File: src/rtl/cache_arbiter.sv
// Two-port cacheline fill/writeback arbiter: shares one memory port between
// the instruction and data caches, one transaction at a time.
//
//   state   | meaning
//   IDLE    | no transaction; requests sampled for the next grant
//   GRANT_I | instruction fill in flight on the memory port
//   GRANT_D | data fill or writeback in flight on the memory port
//   RESP    | completion pulse cycle to the served cache
module cache_arbiter #(
  parameter int LINE_WIDTH = 256,
  parameter int ADDR_WIDTH = 32
) (
  input  logic                  clk,
  input  logic                  rst,
  input  logic                  i_read,
  input  logic [ADDR_WIDTH-1:0] i_address,
  output logic [LINE_WIDTH-1:0] i_rdata,
  output logic                  i_resp,
  input  logic                  d_read,
  input  logic                  d_write,
  input  logic [ADDR_WIDTH-1:0] d_address,
  input  logic [LINE_WIDTH-1:0] d_wdata,
  output logic [LINE_WIDTH-1:0] d_rdata,
  output logic                  d_resp,
  output logic                  pmem_read,
  output logic                  pmem_write,
  output logic [ADDR_WIDTH-1:0] pmem_address,
  output logic [LINE_WIDTH-1:0] pmem_wdata,
  input  logic [LINE_WIDTH-1:0] pmem_rdata,
  input  logic                  pmem_resp
);

  localparam int OFFSET_BITS = $clog2(LINE_WIDTH / 8);

  typedef enum logic [1:0] {IDLE, GRANT_I, GRANT_D, RESP} state_t;

  state_t                state, state_nxt;
  logic                  owed, owed_nxt;
  logic                  pmem_read_nxt, pmem_write_nxt;
  logic                  i_resp_nxt, d_resp_nxt;
  logic [ADDR_WIDTH-1:0] pmem_address_nxt;
  logic [LINE_WIDTH-1:0] pmem_wdata_nxt, i_rdata_nxt, d_rdata_nxt;
  logic                  d_req;
  logic [ADDR_WIDTH-1:0] i_line_addr, d_line_addr;

  assign d_req       = d_read | d_write;
  assign i_line_addr = {i_address[ADDR_WIDTH-1:OFFSET_BITS], {OFFSET_BITS{1'b0}}};
  assign d_line_addr = {d_address[ADDR_WIDTH-1:OFFSET_BITS], {OFFSET_BITS{1'b0}}};

  always_ff @(posedge clk or negedge rst) begin
    if (!rst) begin
      state        <= IDLE;
      owed         <= 1'b0;
      pmem_read    <= 1'b0;
      pmem_write   <= 1'b0;
      pmem_address <= '0;
      pmem_wdata   <= '0;
      i_rdata      <= '0;
      d_rdata      <= '0;
      i_resp       <= 1'b0;
      d_resp       <= 1'b0;
    end else begin
      state        <= state_nxt;
      owed         <= owed_nxt;
      pmem_read    <= pmem_read_nxt;
      pmem_write   <= pmem_write_nxt;
      pmem_address <= pmem_address_nxt;
      pmem_wdata   <= pmem_wdata_nxt;
      i_rdata      <= i_rdata_nxt;
      d_rdata      <= d_rdata_nxt;
      i_resp       <= i_resp_nxt;
      d_resp       <= d_resp_nxt;
    end
  end

  always_comb begin
    state_nxt        = state;
    owed_nxt         = owed;
    pmem_read_nxt    = pmem_read;
    pmem_write_nxt   = pmem_write;
    pmem_address_nxt = pmem_address;
    pmem_wdata_nxt   = pmem_wdata;
    i_rdata_nxt      = i_rdata;
    d_rdata_nxt      = d_rdata;
    i_resp_nxt       = 1'b0;
    d_resp_nxt       = 1'b0;
    case (state)
      IDLE: begin
        // D normally wins, but an I fill that was passed over gets the next turn
        if (d_req && !(owed && i_read)) begin
          state_nxt        = GRANT_D;
          pmem_write_nxt   = d_write;
          pmem_read_nxt    = ~d_write;
          pmem_address_nxt = d_line_addr;
          pmem_wdata_nxt   = d_wdata;
          owed_nxt         = owed | i_read;
        end else if (i_read) begin
          state_nxt        = GRANT_I;
          pmem_read_nxt    = 1'b1;
          pmem_address_nxt = i_line_addr;
          owed_nxt         = 1'b0;
        end
      end
      GRANT_I: begin
        if (pmem_resp) begin
          state_nxt     = RESP;
          pmem_read_nxt = 1'b0;
          i_rdata_nxt   = pmem_rdata;
          i_resp_nxt    = 1'b1;
        end
      end
      GRANT_D: begin
        if (pmem_resp) begin
          state_nxt      = RESP;
          pmem_read_nxt  = 1'b0;
          pmem_write_nxt = 1'b0;
          if (!pmem_write) d_rdata_nxt = pmem_rdata;
          d_resp_nxt     = 1'b1;
        end
      end
      RESP:    state_nxt = IDLE;
      default: state_nxt = IDLE;
    endcase
  end

endmodule

File: config.mk
export PLATFORM = sky130hd
export DESIGN_NAME = cache_arbiter
export DESIGN_NICKNAME = d
export VERILOG_FILES = /design/src/rtl/cache_arbiter.sv
export SDC_FILE = /design/constraint.sdc
export NUM_CORES = 1
export LEC_CHECK = 0
export ABC_AREA = 1
export CORE_AREA = 2 2 540 542
export CTS_BUF_LIST = sky130_fd_sc_hd__clkbuf_2
export DETAILED_ROUTE_END_ITERATION = 16
export DIE_AREA = 0 0 542 544
export PLACE_DENSITY = 0.37
export SYNTH_ARGS = -nofsm -noshare
export SYNTH_HDL_FRONTEND = slang
export SYNTH_SLANG_ARGS = --single-unit
File: constraint.sdc
create_clock -name clk -period 1.8 [get_ports clk]
set_input_delay 0.45 -clock clk [delete_from_list [all_inputs] [get_ports clk]]
set_output_delay 0.45 -clock clk [all_outputs]
set_load 0.05 [all_outputs]
==> results.toml, run 1 <==
[run_status]
status = "finished with violations"
failed_checks = "negative setup slack"

[grt]
globalRouteMet1Util = 0.1338
grt_usage = 0.1225
grt.met2_usage = 0.2243
grt_most_used_layer = "met2"
grt_antenna_before_repair = 37
wire_length_of_the_first_global_routing_pass_um = 264700
grt_max_degree = 104
grt_overflow = 0
first_global_vias = 36440
grt_util_met3 = 0.03963

[setup_path]
worst-setup-path-type = "reg2out"
path_cells = "buf_12"
required_ns = 1.35
critical-path-top-delay-family = "flip-flops"
timing.critical_path.fanout_max = 2
cp.arrival_ns = 2.35
path_buf_inv = 1
worstSetupEndpointType = "output pin"
critical_path_s_largest_stage_delay_ns = 0.52
timing.critical_path.from_type = "register"
worst_path_max_delay_cell = "dfrtp_2"

[clocking]
cts_num_sinks = 802
ctsLongestPathBuffers = 4
tritoncts = "done"
clock_insertion_delay_worst_skew_ns = 1.62
htree_num_levels = 4
number_of_clock_buffers_inserted_by_tritoncts = 243
clkTransAtPathRegs_ns = 0.10
cts_root_buf = "clkbuf_2"

[routing]
route.detailed.drc = 0
ant_nets = 0
via_count = 35490
drt-vias-per-instance = 3.418
dr.first_iter.drc_count = 1481
drt_wl_total_um = 198100
drtPass1Iterations = 5
avgRoutedWirePerCell_um = 19.08

[power_and_ir_drop]
power_uw = 134400
irDropWorstVdd_mv = 1.094
power-per-cell-area_mw_per_mm2 = 1874
p_leak_uw = 0.03379

[synthesis]
synthCells = 3310
synth_top_area_frac = 0.6491
dominant_cell_type_by_area_after_synthesis = "dfrtp_1"
synth_area_leaders = "dfrtp_1, nand2_1, o21ai_0"
cell_area_after_synthesis_mm2 = 0.03092
yosys.cell_types.count = 23
postSynthRegisterBits = 802
syn_avg_cell_area_um2 = 9.341
synth-seq-area-share = 0.6491
ys_warn_count = 0

[floorplanning]
placeableCoreArea_mm2 = 0.2894
die_width_um = 542
placementRows = 198
die_y_um = 544
floorplan.initialDensity = 0.1068
floorplan.die_area_mm2 = 0.2948
boundary_pins = 1386

[cells_and_area]
final_layout_size_suffix_gt1_frac = 0.3068
finish.net_count = 6989
layout.cells.most_common = "dlygate4sd3_1"
most-common-layout-cells = "dlygate4sd3_1, nand2_1, dfrtp_1"
finalNonFillerCells = 10380
filler_cell_count = 31200
areaGrowthSynthToFinish_pct = 131.9

[flow_run]
cap_violations = 0

[placed_design]
number_of_i_o_port_buffers = 1370
place_congestion = 0.8394
place.detailed.hpwl_um = 143000
placedCellCount = 8437

[timing]
layout_worst_path_cycle_share = 1.558
worstMarginPinSlew_ns = 0.5902
layout_setup_ws_ns = -1.005
setup_total_negative_slack_ns = -648.57
number_of_max_slew_violations_in_the_final_report = 0
timing.final.crit_period_ns = 2.805
achievable-frequency_ghz = 0.3566
finalHoldViolations = 0
finalSetupViolCount = 1069
fin_worst_skew_ns = 0.2081
maxSlewHeadroom = 0.6065
grt_setup_unrepaired = "yes"

[worst_hold_path]
hold_class = "in2reg"
[layout make-up]
| cell class | count | area (µm²) | area share |
|---|---|---|---|
| well taps | 3800 | 4755 | 0.06632 |
| multi-input cells | 1977 | 9727 | 0.1357 |
| clock inverters | 67 | 325.3 | 0.004537 |
| diodes | 17 | 42.54 | 0.0005934 |
| inverters | 323 | 1220 | 0.01702 |
| repair buffers | 3055 | 33760 | 0.4708 |
| flip-flops and latches | 802 | 20150 | 0.2811 |
| clock buffers | 343 | 1717 | 0.02394 |
[where the power goes]
group	leakage [µW]	internal (µW)	switching, µW
combinational	0.0223	33900	51500
sequential	0.00992	26600	8170
clock	0.00159	5300	8840
[per-stage QoR]
stage | util | hold slack, ns | area, µm² | worst slack, ns
finish | 0.2478 | 0.3014 | 71700 | -1.005
global route | 0.2477 | 0.04983 | 71690 | -1.327
CTS | 0.2357 | 0.00007705 | 68200 | -1.417
detailed placement | 0.1733 | 0.4696 | 50150 | -0.6495
global placement | 0.1733 | 0.4642 | 50150 | -0.6401
floorplan | - | 0.1544 | 30930 | 0.1728
[routing by layer]
layer | wire length [µm] | part of all wire | up-vias
li1 | - | - | 16780
met1 | 74990 | 0.38 | 17040
met2 | 102700 | 0.52 | 1355
met3 | 14940 | 0.075 | 297
met4 | 5351 | 0.027 | 26
met5 | 172 | 0.00087 | -
[worst register-to-register path, stage by stage, from the launching register on]
cell and delay (ns):
dfrtp_1 0.40, inv_2 0.08, ha_4 0.14, nand2_4 0.06
or2_4 0.27, buf_16 0.17, buf_12 0.19, buf_8 0.13
buf_16 0.14, buf_12 0.15, nand2_4 0.05, o21ai_1 0.05
[state kept, by name, indices dropped and copies added, names as in the netlist]
name and count:
pmem_wdata 256, pmem_read 1, d_rdata 256, pmem_address 27, d_resp 1, i_rdata 256
pmem_write 1, i_resp 1, owed 1, state 2
[path summary, 6_finish.rpt]
kind                                start               to  slack (ns)  cells past startpoint
setup / recovery           pmem_wdata[21]   pmem_wdata[21]       -1.00                      1
hold / removal             pmem_rdata[36]      d_rdata[36]        0.30                      4
setup reg to reg                 state[0]     d_rdata[146]       -0.22                     11
hold reg to reg              i_rdata[180]     i_rdata[180]        0.51                      2
max in group asynchronous             rst  pmem_wdata[104]           0                      7
min in group asynchronous             rst    pmem_wdata[6]        0.74                      6
[repair_timing]
item,4_1_cts,5_1_grt
endpoints found under the hold margin,1603,0
gates resized for setup,808,335
cloned,19,46
setup endpoints to repair,1105,1361
pin swaps,2,11
hold buffers,1152,0
setup buffers,136,176
[cells in the mapped netlist]
master,number
inv_1,322
or2_1,1
o21ai_0,474
a21oi_4,1
nor2_1,2
buf_6,29
ha_1,5
nand2_2,1
buf_4,9
clkbuf_1,78
nand2_4,1
nand3_1,31
a21oi_1,1
nand2_1,1154
buf_2,76
dfrtp_1,802
inv_2,1
buf_1,20
o21ai_1,298
nor2_4,1
conb_1,1
nand4_1,1
nor2_2,1
[cells by family after synthesis]
group | count (synthesis) | share of synthesized area
buffers and inverters | 535 | 0.07616
AND/OR/NAND/NOR | 1193 | 0.1469
adder cells (fa/ha/maj) | 5 | 0.002023
other | 1 | 0.0001213
flip-flops | 802 | 0.6491
AO/OA/AOI/OAI | 774 | 0.1257
Power figures use the tool's default switching activity.
==> run 2: changes to the inputs <==
--- a/config.mk
+++ b/config.mk
@@ -10,7 +10,8 @@
 export CTS_BUF_LIST = sky130_fd_sc_hd__clkbuf_2
 export DETAILED_ROUTE_END_ITERATION = 16
 export DIE_AREA = 0 0 542 544
-export PLACE_DENSITY = 0.37
+export PLACE_DENSITY = 0.38
+export SLEW_MARGIN = 0
 export SYNTH_ARGS = -nofsm -noshare
 export SYNTH_HDL_FRONTEND = slang
 export SYNTH_SLANG_ARGS = --single-unit
==> constraint.sdc (replaced) <==
create_clock -name clk -period 2.5 [get_ports clk]
set_input_delay 0.625 -clock clk [delete_from_list [all_inputs] [get_ports clk]]
set_output_delay 0.625 -clock clk [all_outputs]
set_load 0.05 [all_outputs]
==> run 2 against run 1 <==
The run still ends with negative setup slack left; clock power decreased by 28%; non-clock buffer count decreased by 125; wire length decreased by 7.6%; clock-buffer cell count decreased by 4; sequential power decreased by 31%; via count decreased by 2.4%; flip-flop and latch count unchanged; global-route usage decreased by 0.39 points.
==> results.toml, run 2 (synthesis results as in run 1) <==
[grt]
first_global_vias = 35880
wire_length_of_the_first_global_routing_pass_um = 256200
grt_max_degree = 126
grt_usage = 0.1186
grt_antenna_before_repair = 42
grt_overflow = 0

[floorplanning]
boundary_pins = 1386
floorplan.die_area_mm2 = 0.2948
placementRows = 198
placeableCoreArea_mm2 = 0.2894
die_width_um = 542
floorplan.initialDensity = 0.1068
die_y_um = 544

[placed_design]
number_of_i_o_port_buffers = 1370
total_cell_area_at_the_placement_stage_mm2 = 0.04950
place.detailed.hpwl_um = 139600
place_congestion = 0.8610
dp_slack_ns = -0.1150

[setup_path]
path_cells = "buf_6"
required_ns = 1.88
critical_path_s_largest_stage_delay_ns = 0.48
setup.worst_path.end = "pmem_address[6]"
timing.critical_path.fanout_max = 2
worst_path_max_delay_cell = "dfrtp_2"
r2r-end = "d_rdata[129]"
worst-setup-path-type = "reg2out"
critical-path-top-delay-family = "flip-flops"
crit_path_start = "pmem_address[6]"
reg2reg_setup_slack_ns = 0.14
timing.critical_path.from_type = "register"
regToRegStartpoint = "state[0]"
ff2ff_path_depth = 8
critical_path_cell_count = 1
path_buf_inv = 1
cp.arrival_ns = 2.26
worstSetupEndpointType = "output pin"

[clocking]
number_of_clock_buffers_inserted_by_tritoncts = 238
ctsLongestPathBuffers = 4
cts_num_sinks = 802
tritoncts = "done"
cts_root_buf = "clkbuf_2"
clock_insertion_delay_worst_skew_ns = 1.59
htree_num_levels = 4
clkTransAtPathRegs_ns = 0.09

[timing]
layout_worst_path_cycle_share = 1.153
number_of_max_slew_violations_in_the_final_report = 0
grt_setup_unrepaired = "yes"
worstMarginPinSlew_ns = 0.7309
fin_worst_skew_ns = 0.1952
layout_setup_ws_ns = -0.3818
achievable-frequency_ghz = 0.3470
timing.final.crit_period_ns = 2.882
final.hold.worst_slack_ns = 0.3274
maxSlewHeadroom = 0.5128
finalSetupViolCount = 799
finalHoldViolations = 0

[run_status]
status = "finished with violations"
failed_checks = "negative setup slack"

[power_and_ir_drop]
irDropWorstVdd_mv = 0.9595
power-per-cell-area_mw_per_mm2 = 1347
p_leak_uw = 0.03169
power_uw = 90020

[cells_and_area]
finish.instance_area_mm2 = 0.06685
areaGrowthSynthToFinish_pct = 116.2
most-common-layout-cells = "dlygate4sd3_1, nand2_1, dfrtp_1"
layout.cells.most_common = "dlygate4sd3_1"
finish.net_count = 6859
filler_cell_count = 31610
final_layout_size_suffix_gt1_frac = 0.2485
final_core_utilization = 0.2310
regs_by_ff_count = "d_rdata x256, i_rdata x256, pmem_wdata x256"

[routing]
ant_nets = 0
avgRoutedWirePerCell_um = 17.85
routed-wl-met2_um = 89590
drtPass1Iterations = 5
drt-vias-per-instance = 3.375
wl_met1_um = 70900
dr.max_layer_used = "met5"
met3RoutedLength_um = 15900
drt_wl_total_um = 183200
dr.first_iter.drc_count = 1617
via_count = 34630
route.detailed.drc = 0

[flow_run]
cap_violations = 0

[worst_hold_path]
hold_class = "in2reg"
holdCritStartpoint = "pmem_rdata[3]"
[run 2: changes by cell type in the layout (fill, tap and decap cells not counted), moves of 30 or more]
cell / previous run / this run
nand2_2: 53 / 1
o21ai_1: 202 / 297
o21ai_2: 98 / 1
buf_4: 386 / 356
buf_16: 31 / 1
buf_6: 650 / 751
nand2_4: 87 / 1
dfrtp_2: 66 / 33
clkbuf_16: 31 / 0
dfrtp_1: 736 / 769
buf_12: 228 / 58
nand2_1: 1014 / 1153
[run 2: worst register-to-register path: stages (launching register included)]
cell and delay [ns]:
dfrtp_1 0.42, inv_1 0.12, ha_1 0.24, nand2_1 0.10, or2_4 0.30, buf_12 0.25
buf_4 0.46, nand2_1 0.12, o21ai_1 0.11
[run 2: timing repair]
action	in CTS	in global routing
endpoints found under the hold margin	1604	0
pin swaps	0	0
setup endpoints to repair	799	846
resized for setup	4893	49
hold buffers	1162	0
buffers inserted	133	132
[run 2: routing by layer]
| metal | vias to the layer above | global-route usage |
|---|---|---|
| met5 | - | 0 |
| met4 | 20 | 0.04320 |
| met3 | 314 | 0.04366 |
| met2 | 1404 | 0.2070 |
| met1 | 16410 | 0.1309 |
| li1 | 16480 | - |
[run 2: worst min-delay path by stage]
stage | to | slack [ns] | cells past startpoint
after floorplan | d_rdata[0] | 0.33 | 0
after global placement | pmem_address[18] | 0.46 | 2
after detailed placement | pmem_address[10] | 0.47 | 2
after CTS | pmem_wdata[1] | 0.003 | 4
after global routing | d_rdata[4] | 0.04 | 4
final | d_rdata[3] | 0.33 | 4
[run 2: where the power goes]
group          switching, µW  internal, µW
Clock                   6320          3780
Sequential              4880         19100
Combinational          35600         20300
Total                  46800         43200
[run 2: stage by stage]
step	cells	setup TNS [ns]
floorplan	3314	0
global placement	8405	-5.536
detailed placement	8405	-7.802
CTS	10110	-551.96
global route	10250	-503.79
finish	10260	-168.61
[run 2: cell type report]
type                            instances  area [µm²]  share of cell area
Tap cell                             3800        4755             0.07113
Clock inverter                         67       329.1            0.004923
Sequential cell                       802       20110              0.3008
Inverter                              323        1220             0.01825
Antenna cell                           21       52.55           0.0007861
Timing Repair Buffer                 2930       30140              0.4509
Multi-Input combinational cell       1977        8543              0.1278
Clock buffer                          339        1697             0.02538
==> run 3: changes to the inputs <==
--- a/config.mk
+++ b/config.mk
@@ -6,11 +6,13 @@
 export NUM_CORES = 1
 export LEC_CHECK = 0
 export ABC_AREA = 1
-export CORE_AREA = 2 2 540 542
+export CELL_PAD_IN_SITES_DETAIL_PLACEMENT = 0
+export CELL_PAD_IN_SITES_GLOBAL_PLACEMENT = 2
+export CORE_AREA = 2 2 538 540
 export CTS_BUF_LIST = sky130_fd_sc_hd__clkbuf_2
 export DETAILED_ROUTE_END_ITERATION = 16
-export DIE_AREA = 0 0 542 544
-export PLACE_DENSITY = 0.38
+export DIE_AREA = 0 0 540 542
+export PLACE_DENSITY = 0.52
 export SLEW_MARGIN = 0
 export SYNTH_ARGS = -nofsm -noshare
 export SYNTH_HDL_FRONTEND = slang
==> run 3 against run 2 <==
The flow still finishes with violations (negative setup slack); power up 1.3%; clock skew down 0.036 ns; final cell count about the same; largest power group unchanged.
==> results.toml, run 3 (synthesis results as in run 1) <==
[run_status]
status = "finished with violations"
failed_checks = "negative setup slack"

[timing]
number_of_max_slew_violations_in_the_final_report = 0
layout_setup_ws_ns = -0.3394
layout_worst_path_cycle_share = 1.136
timing.final.crit_period_ns = 2.839
maxSlewHeadroom = 0.3791
setup_total_negative_slack_ns = -113.38
finalHoldViolations = 0
fin_worst_skew_ns = 0.1596
achievable-frequency_ghz = 0.3522
final.hold.worst_slack_ns = 0.4061
grt_setup_unrepaired = "yes"
worstMarginPinSlew_ns = 0.9292
finalSetupViolCount = 799

[placed_design]
place_congestion = 0.8105
place.detailed.hpwl_um = 144100
placedCellCount = 8411
number_of_i_o_port_buffers = 1370

[setup_path]
path_cells = "buf_6"
r2r-end = "pmem_wdata[158]"
critical-path-top-delay-family = "flip-flops"
worst_path_max_delay_cell = "dfrtp_2"
crit_path_start = "pmem_wdata[221]"
worstSetupEndpointType = "output pin"
timing.critical_path.from_type = "register"
critical_path_s_largest_stage_delay_ns = 0.49
cp.arrival_ns = 2.21
ff2ff_path_depth = 9
timing.critical_path.fanout_max = 2
reg2reg_setup_slack_ns = 0.25
required_ns = 1.88
setup.worst_path.end = "pmem_wdata[221]"
critical_path_cell_count = 1
regToRegStartpoint = "state[0]"
worst-setup-path-type = "reg2out"
path_buf_inv = 1

[cells_and_area]
finalNonFillerCells = 10250
most-common-layout-cells = "nand2_1, dlygate4sd3_1, buf_6"
layout.cells.most_common = "nand2_1"
final_layout_size_suffix_gt1_frac = 0.2648
areaGrowthSynthToFinish_pct = 115.2
finish.net_count = 6858
final_core_utilization = 0.2319
regs_by_ff_count = "d_rdata x256, i_rdata x256, pmem_wdata x256"

[power_and_ir_drop]
net_load_switching_power_uw = 47070
power.share.combinational = 0.615
p_leak_uw = 0.03184
irDropWorstVdd_mv = 0.6974
power-per-cell-area_mw_per_mm2 = 1371
power_frac_clock = 0.123
netSwitchingFraction = 0.5162
internal_power_uw = 44120
sequentialPowerShare = 0.262

[grt]
first_global_vias = 35800
grt_overflow = 0
grt_antenna_before_repair = 57
grt_max_degree = 83
grt_usage = 0.1229
wire_length_of_the_first_global_routing_pass_um = 261900

[floorplanning]
die_width_um = 540
placementRows = 197
floorplan.initialDensity = 0.1078
floorplan.die_area_mm2 = 0.2927
boundary_pins = 1386
placeableCoreArea_mm2 = 0.2869
die_y_um = 542

[clocking]
cts_num_sinks = 802
tritoncts = "done"
number_of_clock_buffers_inserted_by_tritoncts = 263
clkTransAtPathRegs_ns = 0.10
htree_num_levels = 5
clock_insertion_delay_worst_skew_ns = 1.55
ctsLongestPathBuffers = 4
cts_root_buf = "clkbuf_2"

[routing]
dr.first_iter.drc_count = 1532
avgRoutedWirePerCell_um = 18.23
ant_nets = 0
drt_wl_total_um = 186900
drt-vias-per-instance = 3.341
drtPass1Iterations = 5
via_count = 34250
route.detailed.drc = 0

[worst_hold_path]
hold_class = "in2reg"

[flow_run]
cap_violations = 0
-- run 3: cell count changes in the layout (fill, tap and decap cells not counted), moves of 11 or more --
cell	change
diode_2	+11
clkbuf_2	+28
clkinv_1	-12
buf_8	-18
buf_4	+72
dlygate4sd3_1	-103
buf_6	+33
-- run 3: timing repair --
| item | 4_1_cts | 5_1_grt |
|---|---|---|
| gates resized for setup | 5008 | 42 |
| endpoints found under the hold margin | 1603 | 0 |
| buffers inserted | 163 | 154 |
| hold buffers | 1059 | 0 |
| pin swaps | 0 | 0 |
| endpoints found under the setup margin | 799 | 799 |
-- run 3: per-stage QoR --
stage,worst slack (ns),instance area (µm²),power (µW)
finish,-0.3394,66530,91190
detailed placement,-0.02945,49800,72850
floorplan,0.8728,30930,51640
global route,-0.7058,66510,96530
global placement,-0.02543,49800,72640
CTS,-0.7785,65140,91140
-- run 3: how the worst min path moves through the flow --
stage / start / endpoint / slack, ns / cells past startpoint
after floorplan: rst / d_rdata[0] / 0.33 / 0
after global placement: i_rdata[203] / i_rdata[203] / 0.47 / 2
after detailed placement: pmem_address[5] / pmem_address[5] / 0.46 / 2
after CTS: d_address[24] / pmem_address[24] / 0.0008 / 6
after global routing: d_wdata[109] / pmem_wdata[109] / 0.06 / 4
final: pmem_rdata[89] / d_rdata[89] / 0.41 / 4
-- run 3: routing by layer --
layer | part of all wire | up-vias | routed length [µm] | GRT usage
met1 | 0.40 | 16070 | 74250 | 0.1389
met2 | 0.48 | 1313 | 89740 | 0.2087
met3 | 0.088 | 337 | 16360 | 0.04882
met5 | 0.0012 | - | 218 | 0
met4 | 0.034 | 36 | 6295 | 0.04238
li1 | - | 16490 | - | -
-- run 3: power groups by stage --
| stage | Clock (µW) | Sequential (µW) | Combinational [µW] |
|---|---|---|---|
| 2_1_floorplan | 0 | 43100 | 8510 |
| 3_3_place_gp | 0 | 22700 | 49900 |
| 3_5_place_dp | 0 | 22900 | 49900 |
| 4_1_cts | 12100 | 23900 | 55100 |
| 5_1_grt | 12800 | 24500 | 59200 |
| 6_report | 11200 | 23900 | 56100 |
-- run 3: area by class of cell --
class                   count  area (µm²)
diodes                     32       80.08
clock buffers             367        1837
clock inverters            66       479.2
fillers                 31690      220400
inverters                 323        1220
multi-input cells        1977        8531
flip-flops and latches    802       20100
well taps                3781        4731
repair buffers           2904       29550
